File: config.mk
export PLATFORM = sky130hd
export DESIGN_NAME = temp_poll_sched
export DESIGN_NICKNAME = d
export VERILOG_FILES = /design/src/rtl/temp_poll_sched.sv
export SDC_FILE = /design/constraint.sdc
export NUM_CORES = 1
export LEC_CHECK = 0
export BUFFER_PORTS_ARGS = -buffer_cell sky130_fd_sc_hd__buf_4
export CAP_MARGIN = 25
export CORE_MARGIN = 1
export CORE_UTILIZATION = 58
export CTS_BUF_LIST = sky130_fd_sc_hd__clkbuf_2
export DETAILED_ROUTE_END_ITERATION = 6
export PLACE_DENSITY = 0.82
export SLEW_MARGIN = 5
export SYNTH_ARGS = -nofsm -noshare
export SYNTH_HDL_FRONTEND = slang
export SYNTH_SLANG_ARGS = --single-unit
File: constraint.sdc
create_clock -name clk -period 2.4 [get_ports clk]
set_input_delay 0.12 -clock clk [delete_from_list [all_inputs] [get_ports clk]]
set_output_delay 0.12 -clock clk [all_outputs]
set_load 0.02 [all_outputs]
File: src/rtl/temp_poll_sched.sv
// temp_poll_sched: restarts temp_1wire periodically or on request, waits for done with timeout/retry, latches result.
// Optional TEMP_ALARM_EN adds a signed threshold alarm refreshed on every capture.
module temp_poll_sched #(
    parameter int unsigned PERIOD_CYC  = 125_000_000,
    parameter int unsigned START_CYC   = 16,
    parameter int unsigned TIMEOUT_CYC = 100_000_000,
    parameter int unsigned RETRY_MAX   = 2
) (
    input  logic        clk,
    input  logic        rst_n,
    input  logic        enable,
    input  logic        force_req,
    input  logic        err_clr,
    output logic        sens_rst,
    input  logic        sens_done,
    input  logic [15:0] sens_data,
    output logic [15:0] temp_out,
    output logic        temp_valid,
    output logic        busy,
    output logic        timeout_err,
    input  logic [15:0] hi_thr,
    input  logic [15:0] lo_thr,
    output logic        alarm
);
    localparam int unsigned PW = $clog2(PERIOD_CYC + 1);
    localparam int unsigned SW = $clog2(START_CYC + 1);
    localparam int unsigned TW = $clog2(TIMEOUT_CYC + 1);

    typedef enum logic [2:0] {IDLE, START, WAIT, CAPTURE, HOLD} state_t;

    state_t          state, next_state;
    logic [PW-1:0]   period_cnt;
    logic [SW-1:0]   start_cnt;
    logic [TW-1:0]   wait_cnt;
    logic [2:0]      attempt;
    logic            done_q;
    logic            done_edge;
    logic            start_last, wait_last, period_last;
    logic            new_meas, retry, fail;

    assign done_edge   = sens_done & ~done_q;
    assign start_last  = (start_cnt == SW'(START_CYC - 1));
    assign wait_last   = (wait_cnt == TW'(TIMEOUT_CYC - 1));
    assign period_last = (period_cnt == PW'(PERIOD_CYC - 1));

    always_comb begin
        next_state = state;
        new_meas   = 1'b0;
        retry      = 1'b0;
        fail       = 1'b0;
        case (state)
            IDLE: begin
                if (enable || force_req) begin
                    next_state = START;
                    new_meas   = 1'b1;
                end
            end
            START: begin
                if (start_last) next_state = WAIT;
            end
            WAIT: begin
                if (done_edge) begin
                    next_state = CAPTURE;
                end else if (wait_last) begin
                    if (32'(attempt) < RETRY_MAX) begin
                        next_state = START;
                        retry      = 1'b1;
                    end else begin
                        next_state = HOLD;
                        fail       = 1'b1;
                    end
                end
            end
            CAPTURE: next_state = HOLD;
            HOLD: begin
                if (force_req || (period_last && enable)) begin
                    next_state = START;
                    new_meas   = 1'b1;
                end else if (period_last) begin
                    next_state = IDLE;
                end
            end
            default: next_state = IDLE;
        endcase
    end

    always_ff @(posedge clk or negedge rst_n) begin
        if (!rst_n) begin
            state       <= IDLE;
            period_cnt  <= '0;
            start_cnt   <= '0;
            wait_cnt    <= '0;
            attempt     <= '0;
            done_q      <= 1'b0;
            sens_rst    <= 1'b1;
            busy        <= 1'b0;
            temp_valid  <= 1'b0;
            temp_out    <= '0;
            timeout_err <= 1'b0;
        end else begin
            state  <= next_state;
            done_q <= sens_done;
            start_cnt <= (state == START && next_state == START) ? start_cnt + 1'b1 : '0;
            wait_cnt  <= (state == WAIT && next_state == WAIT) ? wait_cnt + 1'b1 : '0;
            // Period runs from the first START of a measurement; retries do not restart it.
            if (new_meas) begin
                period_cnt <= '0;
            end else if (!period_last) begin
                period_cnt <= period_cnt + 1'b1;
            end
            if (new_meas) begin
                attempt <= '0;
            end else if (retry) begin
                attempt <= attempt + 1'b1;
            end
            sens_rst   <= (next_state == IDLE) || (next_state == START) || (next_state == HOLD);
            busy       <= (next_state == START) || (next_state == WAIT);
            temp_valid <= (state == CAPTURE);
            if (state == CAPTURE) temp_out <= sens_data;
            if (fail) begin
                timeout_err <= 1'b1;
            end else if (err_clr) begin
                timeout_err <= 1'b0;
            end
        end
    end

`ifdef TEMP_ALARM_EN
    always_ff @(posedge clk or negedge rst_n) begin
        if (!rst_n) begin
            alarm <= 1'b0;
        end else if (state == CAPTURE) begin
            alarm <= ($signed(sens_data) > $signed(hi_thr)) || ($signed(sens_data) < $signed(lo_thr));
        end
    end
`else
    logic unused_thr;
    assign unused_thr = ^{hi_thr, lo_thr};
    assign alarm      = 1'b0;
`endif

endmodule

==> flow_metrics.env <==
export IMPL_status="finished clean"
export IMPL_antenna_found_initial=0
export IMPL_arrival_ns=2.72
export IMPL_post_route_period_util=0.939
export IMPL_final_nets=515
export IMPL_dr_pass1_iters=4
export IMPL_finalHoldViolations=0
export IMPL_synth_cells=392
export IMPL_slew_headroom=0.512
export IMPL_clk_path_buf_depth=2
export IMPL_critPathSlowestCell="or4_4"
export IMPL_synthArstFlopShare=1.00
export IMPL_worstSetupPathType="reg -> reg"
export IMPL_io_pins=75
export IMPL_grt_use_total=0.238
export IMPL_final_cell_mix="dfrtp_1 (85), buf_4 (48), nor2_1 (44), xnor2_1 (37), a21oi_2 (30)"
export IMPL_tritoncts="built"
export IMPL_gp_congestion=0.784
export IMPL_grt_first_pass_wirelength_um=14000
export IMPL_area_growth_pct=17.8
export IMPL_fin_cells=557
export IMPL_grt_overflow=0
export IMPL_path_max_fanout=6
export IMPL_placementRows=30
export IMPL_cp_data_required_time_ns=2.87
export IMPL_wl_um=8330
export IMPL_clk_latency_ns=0.54
export IMPL_powerDensity_nw_per_um2=766
export IMPL_timing_fmax_ghz=0.444
export IMPL_initial_utilization=0.613
export IMPL_post_cts_setup_buffers=0
export IMPL_drive_gt1_frac=0.260
export IMPL_core_area_um2=6910
export IMPL_synth_area_um2=4240
export IMPL_ys_seq_area_frac=0.508
export IMPL_synth_enable_flop_cells=0
export IMPL_htree_levels=3
export IMPL_leakage_nw=2.01
export IMPL_syn_num_nets=451
export IMPL_path_buf_inv=1
export IMPL_place_ws_ns=0.0817
export IMPL_grt_max_degree=47
export IMPL_placedCellCount=520
export IMPL_drt_iter0_markers=177
export IMPL_fill_cells=494
export IMPL_yosys_cell_types_count=46
export IMPL_timing_rr_end="period_cnt[5]$_DFFE_PN0P_"
export IMPL_dp_hpwl_um=5180
export IMPL_dieArea_um2=7650
export IMPL_maxCapViolCount=0
export IMPL_cts_reportedPaths_clkPinSlew_ns=0.26
export IMPL_critPathTopFamily="simple AND/OR/NAND/NOR gates"
export IMPL_setup_viol=0
export IMPL_finClkSkew_ns=0.0226
export IMPL_fin_crit_ns=2.25
export IMPL_drc=0
export IMPL_start_kind="register"
export IMPL_die_height_um=87.5
export IMPL_ff2ff_setup_slack_ns=0.15
export IMPL_vias=3066
export IMPL_wl_per_cell_um=14.9
export IMPL_worstMarginPinSlew_ns=0.730
export IMPL_vdd_drop_max_mv=0.328
export IMPL_cts_root_buffer="clkbuf_2"
export IMPL_n_antenna_cell=0
export IMPL_ys_flop_type="dfrtp_1"
export IMPL_end_kind="register"
export IMPL_reg2reg_from="period_cnt[19]$_DFFE_PN0P_"
export IMPL_tns_ns=0
export IMPL_cts_buffers_inserted=9
export IMPL_syn_area_per_cell_um2=10.8
export IMPL_cts_sinks=86
export IMPL_die_w_um=87.5
export IMPL_io_buffers=41
export IMPL_grt_pass1_vias=3065
export IMPL_synth_ff_latch_count=86
export IMPL_ant_nets=0
export IMPL_rr_worst_depth=6
export IMPL_rsz0062_at_grt="false"
export IMPL_slowest_delay_ns=0.56
export IMPL_layout_commonest_cell="dfrtp_1"
export IMPL_avgViaCountPerCell=5.50
export IMPL_worstPathCellList="or4b_1 -> or4_4 -> buf_4 -> o2111ai_1 -> xor2_1 -> a21oi_2"
export IMPL_finalMaxSlewViolations=0
export IMPL_yosys_warnings=0
export IMPL_setup_ws_ns=0.146
export IMPL_hold_class="in -> async"
[logic make-up after synthesis]
logic type                 count (synthesis)  synth area share
AOI/OAI and AO/OA                         47            0.0927
xor gates and xnor gates                  54             0.112
adders and majority gates                  5            0.0148
other                                      1          0.000885
muxes                                     17            0.0449
DFF                                       86             0.508
buffers and inverters                     34            0.0446
and+or+nand+nor                          148             0.182
[repair_timing]
action / 4_1_cts / 5_1_grt
hold endpoints to repair: 106 / 11
endpoints found under the setup margin: 0 / 4
hold buffers: 20 / 1
gates resized for setup: 0 / 1
[cells in the mapped netlist (3+ instances only)]
cell / number / area share
nand4_1: 11 / 0.016
nor2b_1: 4 / 0.0059
nor4_1: 14 / 0.021
buf_12: 3 / 0.014
inv_1: 15 / 0.013
nor2_1: 45 / 0.040
and4_1: 5 / 0.010
clkbuf_1: 13 / 0.012
mux2_2: 16 / 0.043
dfrtp_1: 85 / 0.50
ha_1: 5 / 0.015
nand2_1: 18 / 0.016
nor3_1: 9 / 0.011
or4_1: 4 / 0.0071
xor2_1: 17 / 0.035
and3_1: 6 / 0.0089
o21ai_0: 5 / 0.0059
xnor2_1: 37 / 0.076
a21oi_2: 30 / 0.062
nand3_1: 18 / 0.021
[flip-flops by register name (all words and copies together), names as in the netlist, 3 cells and up]
name / flops
state: 3
start_cnt: 5
wait_cnt: 27
period_cnt: 27
temp_out: 16
attempt: 3
[metal layers]
metal | up-vias | global-route usage | wire length, um
li1 | 1482 | - | -
met1 | 1499 | 0.316 | 3890
met2 | 78 | 0.391 | 3990
met3 | 7 | 0.0521 | 370
met4 | 0 | 0.0760 | 74
met5 | - | 0 | 0
[worst register-to-register path, cell delays in order (launching register included)]
cell and delay (ns):
dfrtp_1 0.46, or4b_1 0.53, or4_4 0.56, buf_4 0.18, o2111ai_1 0.23, xor2_1 0.20, a21oi_2 0.04
[stage by stage]
stage / utilization / hold WS, ns / total power [mW] / area, um2
floorplan: - / -0.176 / 2.57 / 4240
global placement: 0.674 / 0.130 / 2.96 / 4650
detailed placement: 0.674 / 0.138 / 3.01 / 4650
CTS: 0.721 / 0.00903 / 3.80 / 4980
global route: 0.723 / 0.0511 / 4.05 / 4990
finish: 0.723 / 0.0636 / 3.82 / 4990
[worst max path at each step]
stage / slack, ns / end / from / cells past startpoint
after floorplan: 0.20 / attempt[0]$_DFFE_PN0P_ / period_cnt[13]$_DFFE_PN0P_ / 7
after global placement: 0.14 / period_cnt[4]$_DFFE_PN0P_ / period_cnt[19]$_DFFE_PN0P_ / 6
after detailed placement: 0.08 / period_cnt[5]$_DFFE_PN0P_ / period_cnt[19]$_DFFE_PN0P_ / 6
after CTS: 0.07 / period_cnt[5]$_DFFE_PN0P_ / period_cnt[19]$_DFFE_PN0P_ / 6
after global routing: 0.02 / period_cnt[15]$_DFFE_PN0P_ / period_cnt[0]$_DFFE_PN0P_ / 7
final: 0.15 / period_cnt[5]$_DFFE_PN0P_ / period_cnt[19]$_DFFE_PN0P_ / 6
[area by class of cell]
type	instances	area, um2	share of cell area
sequential	86	2150	0.431
clock buffer	9	45.0	0.00902
inverter	15	56.3	0.0113
clock inverter	7	80.1	0.0160
timing repair buffer	72	631	0.126
tap	96	120	0.0241
multi-input combinational	272	1910	0.382
[power by group]
part,internal [mW],switching [mW],total (mW)
clock,0.253,0.539,0.792
sequential,1.69,0.185,1.88
combinational,0.519,0.634,1.15
total,2.47,1.36,3.82
Note: power is estimated with default switching activity, not from simulation.
